===== src/rtl/sync_fifo_reader.sv =====
// Read-side engine for the synchronous FIFO: paces pops against the lagging
// empty flag and presents popped words on a framed valid/ready stream.
module sync_fifo_reader #(
    parameter int WIDTH     = 8,
    parameter int BURST_LEN = 4,
    parameter int CNT_WIDTH = 16
) (
    input  logic                 clk,
    input  logic                 reset,
    input  logic                 en,
    input  logic                 fifo_empty,
    input  logic [WIDTH-1:0]     fifo_data,
    output logic                 fifo_rd_en,
    output logic                 m_valid,
    input  logic                 m_ready,
    output logic [WIDTH-1:0]     m_data,
    output logic                 m_last,
    output logic [CNT_WIDTH-1:0] xfer_count
);

    localparam int            BW        = (BURST_LEN > 1) ? $clog2(BURST_LEN) : 1;
    localparam logic [BW-1:0] LAST_BEAT = BW'(BURST_LEN - 1);

    logic [WIDTH-1:0]     head_q, head_d;
    logic [WIDTH-1:0]     skid_q, skid_d;
    logic [1:0]           occ_q, occ_d;
    logic                 inflight_q, inflight_d;
    logic                 rd_prev_q;
    logic                 armed_q;
    logic [BW-1:0]        beat_q, beat_d;
    logic [CNT_WIDTH-1:0] xfer_q, xfer_d;
    logic                 hs;
    logic                 rd;

    always_comb begin
        head_d     = head_q;
        skid_d     = skid_q;
        beat_d     = beat_q;
        xfer_d     = xfer_q;
        hs         = (occ_q != 2'd0) && m_ready;
        // armed_q masks the first post-reset cycle, where the FIFO's empty flag is not yet valid
        rd         = en && !fifo_empty && !rd_prev_q && armed_q &&
                     ((occ_q + {1'b0, inflight_q}) < 2'd2);
        inflight_d = rd;
        occ_d      = occ_q + {1'b0, inflight_q} - {1'b0, hs};

        if (hs) begin
            if (occ_q == 2'd2) begin
                head_d = skid_q;
                if (inflight_q) begin
                    skid_d = fifo_data;
                end
            end else if (inflight_q) begin
                head_d = fifo_data;
            end
            beat_d = (beat_q == LAST_BEAT) ? '0 : beat_q + BW'(1);
            xfer_d = xfer_q + CNT_WIDTH'(1);
        end else if (inflight_q) begin
            if (occ_q == 2'd0) begin
                head_d = fifo_data;
            end else begin
                skid_d = fifo_data;
            end
        end
    end

    always_ff @(posedge clk) begin
        if (!reset) begin
            head_q     <= '0;
            skid_q     <= '0;
            occ_q      <= 2'd0;
            inflight_q <= 1'b0;
            rd_prev_q  <= 1'b0;
            armed_q    <= 1'b0;
            beat_q     <= '0;
            xfer_q     <= '0;
        end else begin
            head_q     <= head_d;
            skid_q     <= skid_d;
            occ_q      <= occ_d;
            inflight_q <= inflight_d;
            rd_prev_q  <= rd;
            armed_q    <= 1'b1;
            beat_q     <= beat_d;
            xfer_q     <= xfer_d;
        end
    end

    assign fifo_rd_en = rd;
    assign m_valid    = (occ_q != 2'd0);
    assign m_data     = head_q;
    assign m_last     = m_valid && (beat_q == LAST_BEAT);
    assign xfer_count = xfer_q;

endmodule


===== config.mk =====
export PLATFORM = sky130hd
export DESIGN_NAME = sync_fifo_reader
export DESIGN_NICKNAME = d
export VERILOG_FILES = /design/src/rtl/sync_fifo_reader.sv
export SDC_FILE = /design/constraint.sdc
export NUM_CORES = 1
export LEC_CHECK = 0
export BUFFER_PORTS_ARGS = -buffer_cell sky130_fd_sc_hd__buf_2
export CAP_MARGIN = 20
export CORE_MARGIN = 2
export CORE_UTILIZATION = 47
export DETAILED_ROUTE_END_ITERATION = 12
export PLACE_DENSITY = 0.85
export SYNTH_ARGS = -nofsm -noshare
export SYNTH_HDL_FRONTEND = slang
export SYNTH_SLANG_ARGS = --single-unit

===== constraint.sdc =====
create_clock -name clk -period 1.5 [get_ports clk]
set_input_delay 0.45 -clock clk [delete_from_list [all_inputs] [get_ports clk]]
set_output_delay 0.45 -clock clk [all_outputs]
set_load 0.01 [all_outputs]

# [Word level (Yosys, flattened, before mapping)]
# Cells that the tools add are included.
[totals] memories=0 elab_cells=43 latch_bits=0 rom_bits=0 output_inout_bits=27 ram_bits=0 regBits=38
[op_classes] n_bitwise=0 muxes=11 n_lt_le_gt_ge=1 multipliers=0 n_reduce_logical=15 shifts=0 add_sub_neg=4 div=0 n_eq_ne=5
[op_table] op="8-bit 2-to-1 mux" count=9
[op_table] op="16-bit by 1-bit adder with 16-bit output (second input constant)" count=1
[op_table] op="2-bit nonzero test" count=4
[op_table] op="1-bit logical AND" count=6
[op_table] op="2-bit equality test (second input constant)" count=2
[op_table] op="2-bit inequality test (second input constant)" count=2
[op_table] op="4-bit AND reduction" count=1
[op_table] op="3-bit AND reduction" count=1
[op_table] op="2-bit by 1-bit adder with 2-bit output" count=1
[op_table] op="2-bit by 1-bit adder with 2-bit output (second input constant)" count=1
[op_table] op="1-bit logical NOT" count=2
[op_table] op="2-bit logical NOT" count=1
[op_table] op="2-bit less-than comparator (second input constant)" count=1
[op_table] op="2-bit 2-to-1 mux" count=1
[op_table] op="2-bit by 1-bit inequality test with 1-bit output (second input constant)" count=1
[op_table] op="2-bit by 1-bit subtractor with 2-bit output" count=1
[op_table] op="1-bit 2-to-1 mux" count=1

# [Logic depth before layout (Yosys ltp)]
[logic_depth] ltp_word=5 ltp_mapped=6

# [Worst setup path before layout]
# OpenSTA, ideal clock, no wires.
[synth_path] path_kind="register to register" start="register xfer_q[0], in the netlist xfer_count[0]" end="register xfer_q[12], in the netlist xfer_count[12]" period_less_slack_ps=1639 arrival_time_ps=1568 path_stages_with_launch=7 setup_time_ps=70 n_path_buf=1 path_slack_ps=-139 cell_sequence="dfxtp_1 ha_1 nand3_1 or2_1 buf_6 or4_1 a21oi_1"
[synth_between] elab_chain_cells=1
[synth_lines] item="from (decl)" line="31" text="logic [CNT_WIDTH-1:0] xfer_q, xfer_d;"
[synth_lines] item="from (signal assigned)" line="85" text="xfer_q <= xfer_d;"
[synth_lines] item="16-bit by 1-bit adder with 16-bit output" line="57" text="xfer_d = xfer_q + CNT_WIDTH'(1);"
# Every way passes these cells.
# A chain may end at the register's enable or synchronous reset.

# [Worst setup path after layout]
[layout_path] start="register occ_q[0]" end="output fifo_rd_en"
[layout_between] elab_chain_cells=3
[layout_lines] item="from (decl)" line="26" text="logic [1:0] occ_q, occ_d;"
[layout_lines] item="from (signal assigned)" line="71" text="occ_q <= 2'd0;"
[layout_lines] item="from (signal assigned)" line="80" text="occ_q <= occ_d;"
[layout_lines] item="2-bit by 1-bit adder with 2-bit output" line="43" text="((occ_q + {1'b0, inflight_q}) < 2'd2);"
[layout_lines] item="2-bit less-than comparator" line="43"
[layout_lines] item="1-bit logical AND" line="42" text="rd = en && !fifo_empty && !rd_prev_q && armed_q &&"
[layout_lines] item="to (decl)" line="13" text="output logic fifo_rd_en,"
# Every way passes these cells.

==> run metrics <==
die width 63.8 µm; Netlist cell types 34; #FFs+latches synth 38; Slew Limit Fails 0; later-pin clock latency in the skew report 360 ps; area of the multi-input gates 0.00102 mm²; clk slew on worst S/H paths 110 ps; # port buffers 39; Ports 40; Std-Cell Rows 21; cts hold-fix bufs 0; Starting DRT DRC Count 111; worst setup path endpoint fifo_rd_en; Root Buffer clkbuf_4; crit start category register; CTS tree yes; GRT Total Usage 22.4%; hold depth 1; # diodes 0; Setup WS post-layout -324 ps; DR vias 1622; vias in the first global route 1614; # nets final 269; final non-filler cell total 300; CTS max path bufs 2; Post-synth ARST share 0%; Worst Path Arrival 1370 ps; Area Overhead vs Synth 44.3%; Die ar. 0.00407 mm²; Final ANT Viol Nets 0; Post-Syn Area 0.00168 mm²; Cells after Synth 187; Routed wire per std cell 14.6 µm; placer congestion estimate 0.835; Final Util 71.5%; total power 2.78 mW; DRT Pass-1 Iters 5; R2R Path Start occ_q[0]; most frequent cells in the layout buf_2 (39), dfxtp_1 (26), buf_4 (25); starting density of the core 49.5%; Die Y-Extent 63.8 µm; WHS 219 ps; WS Path Type register to primary output; DP Cell Count 286; status complete, but fails checks; Post-synth EDFFs 0; Sink Count 38; Max Freq 548 MHz; first-pass GRT wire length 7130 µm; Layout fillers 238; final hold vios 0; post-synth net total 203; total global routing overflow 0; worst setup path startpoint occ_q[0]; RSZ-0062 raised after global routing true; Power Density 1150 mW/mm²; CTS H-tree depth 2; Period minus WS final 1820 ps; largest net degree at the start of global routing 37; fin crit share 122%; critical path required time 1050 ps; initial antenna violation count 0; Seq. cell area 781 µm²; Worst Path Max Fanout 3; Setup crit end kind primary output; share of layout cells above drive strength 1 46.9%; relative slew slack 76.6%; Syn Area/Cell 8.98 µm²; Num CTS Buffers 5; r2r setup slk -150 ps; Core ar. 0.00339 mm²; setup TNS -769 ps; Worst-Margin Slew 349 ps; LEAKAGE 1.07 nW; Yosys warnings 0; failing checks setup timing; Clock Skew 17.3 ps; commonest non-fill, non-tap cell in the layout buf_2; Worst Hold Class primary input to register; R2R Path End xfer_count[14]; Max Cap Viol 0; DP Wirelength 2750 µm; via/cell ratio 5.41; Final Setup Violations 6; total detailed-routing wirelength 4380 µm; Main synth FF type dfxtp_1; worst-case reg-to-reg path depth 6; DRC viols 0; VDD IR-drop max 842 µV; Seq/Total Area, Yosys 45.3%
## area by class of cell
| class | count | area share [%] |
|---|---|---|
| Tap cell | 46 | 2.38 |
| Multi-Input combinational cell | 136 | 42.1 |
| Clock buffer | 6 | 2.58 |
| Clock inverter | 2 | 1.60 |
| Sequential cell | 38 | 32.2 |
| Timing Repair Buffer | 69 | 18.6 |
| Inverter | 3 | 0.465 |
## cell families (layout without fill, tap and decap cells)
logic type	Yosys count	after routing	synth area share, %
flops	38	38	45.3
mux	8	8	4.77
simple gates	85	85	25.9
xor+xnor	11	11	5.74
fa+ha+maj	3	3	2.24
buf+inv	13	80	3.80
compound gates	29	29	12.2
## what timing repair did
| action | CTS | global route |
|---|---|---|
| endpoints found under the setup margin | 6 | 39 |
| setup buffers | 7 | 1 |
| pin swaps | 20 | 5 |
| endpoints found under the hold margin | 0 | 0 |
| gates resized for setup | 26 | 11 |
## cell usage after synthesis (4+ instances only)
cell type	number	area, µm²
xor2_1	7	61.3
nor2_1	20	75.1
clkbuf_1	5	18.8
a21oi_1	10	50.1
nor3_1	10	50.1
o31ai_1	4	30.0
xnor2_1	4	35.0
nand2_1	18	67.6
or4_1	4	30.0
dfxtp_1	38	761
mux2i_1	8	80.1
a311oi_1	8	70.1
nand3_1	13	65.1
## worst min path at each step
stage / startpoint / end / slack, ps
3_3_place_gp: beat_q[1] / beat_q[1] / 450
2_1_floorplan: beat_q[1] / beat_q[1] / 440
3_5_place_dp: beat_q[1] / beat_q[1] / 460
6_report: reset / armed_q / 220
5_1_grt: reset / armed_q / 200
4_1_cts: reset / armed_q / 210
## metal layers
metal | wire, µm | up-vias | track usage [%] | part of all wire [%]
li1 | - | 803 | - | -
met1 | 1860 | 762 | 27.0 | 42
met2 | 2210 | 46 | 37.4 | 50
met3 | 205 | 11 | 5.81 | 4.7
met4 | 106 | 0 | 10.6 | 2.4
met5 | 0 | - | 0 | 0
## flip-flops by register name, indices dropped and copies added (netlist names)
| name | cells |
|---|---|
| rd_prev_q | 1 |
| occ_q | 2 |
| skid_q | 8 |
| armed_q | 1 |
| m_data | 8 |
| beat_q | 2 |
| xfer_count | 16 |
## per-stage QoR
step	cell area, µm²	setup slack (ps)
global route	2420	-395
global placement	2130	-56.1
detailed placement	2130	-69.9
finish	2420	-324
floorplan	1740	-8.48
CTS	2390	-415
## where the power goes
group	leakage, nW	internal [mW]	switching [mW]
registers	0.314	1.10	0.0835
clock network	0.0536	0.454	0.357
logic	0.705	0.363	0.414
total	1.07	1.92	0.854
## worst max-delay path, stage by stage (launching register included)
cell	delay (ps)
dfxtp_2	350
ha_4	160
xor2_2	190
nor4_4	150
buf_2	170
Note: power is estimated with default switching activity, not from simulation.
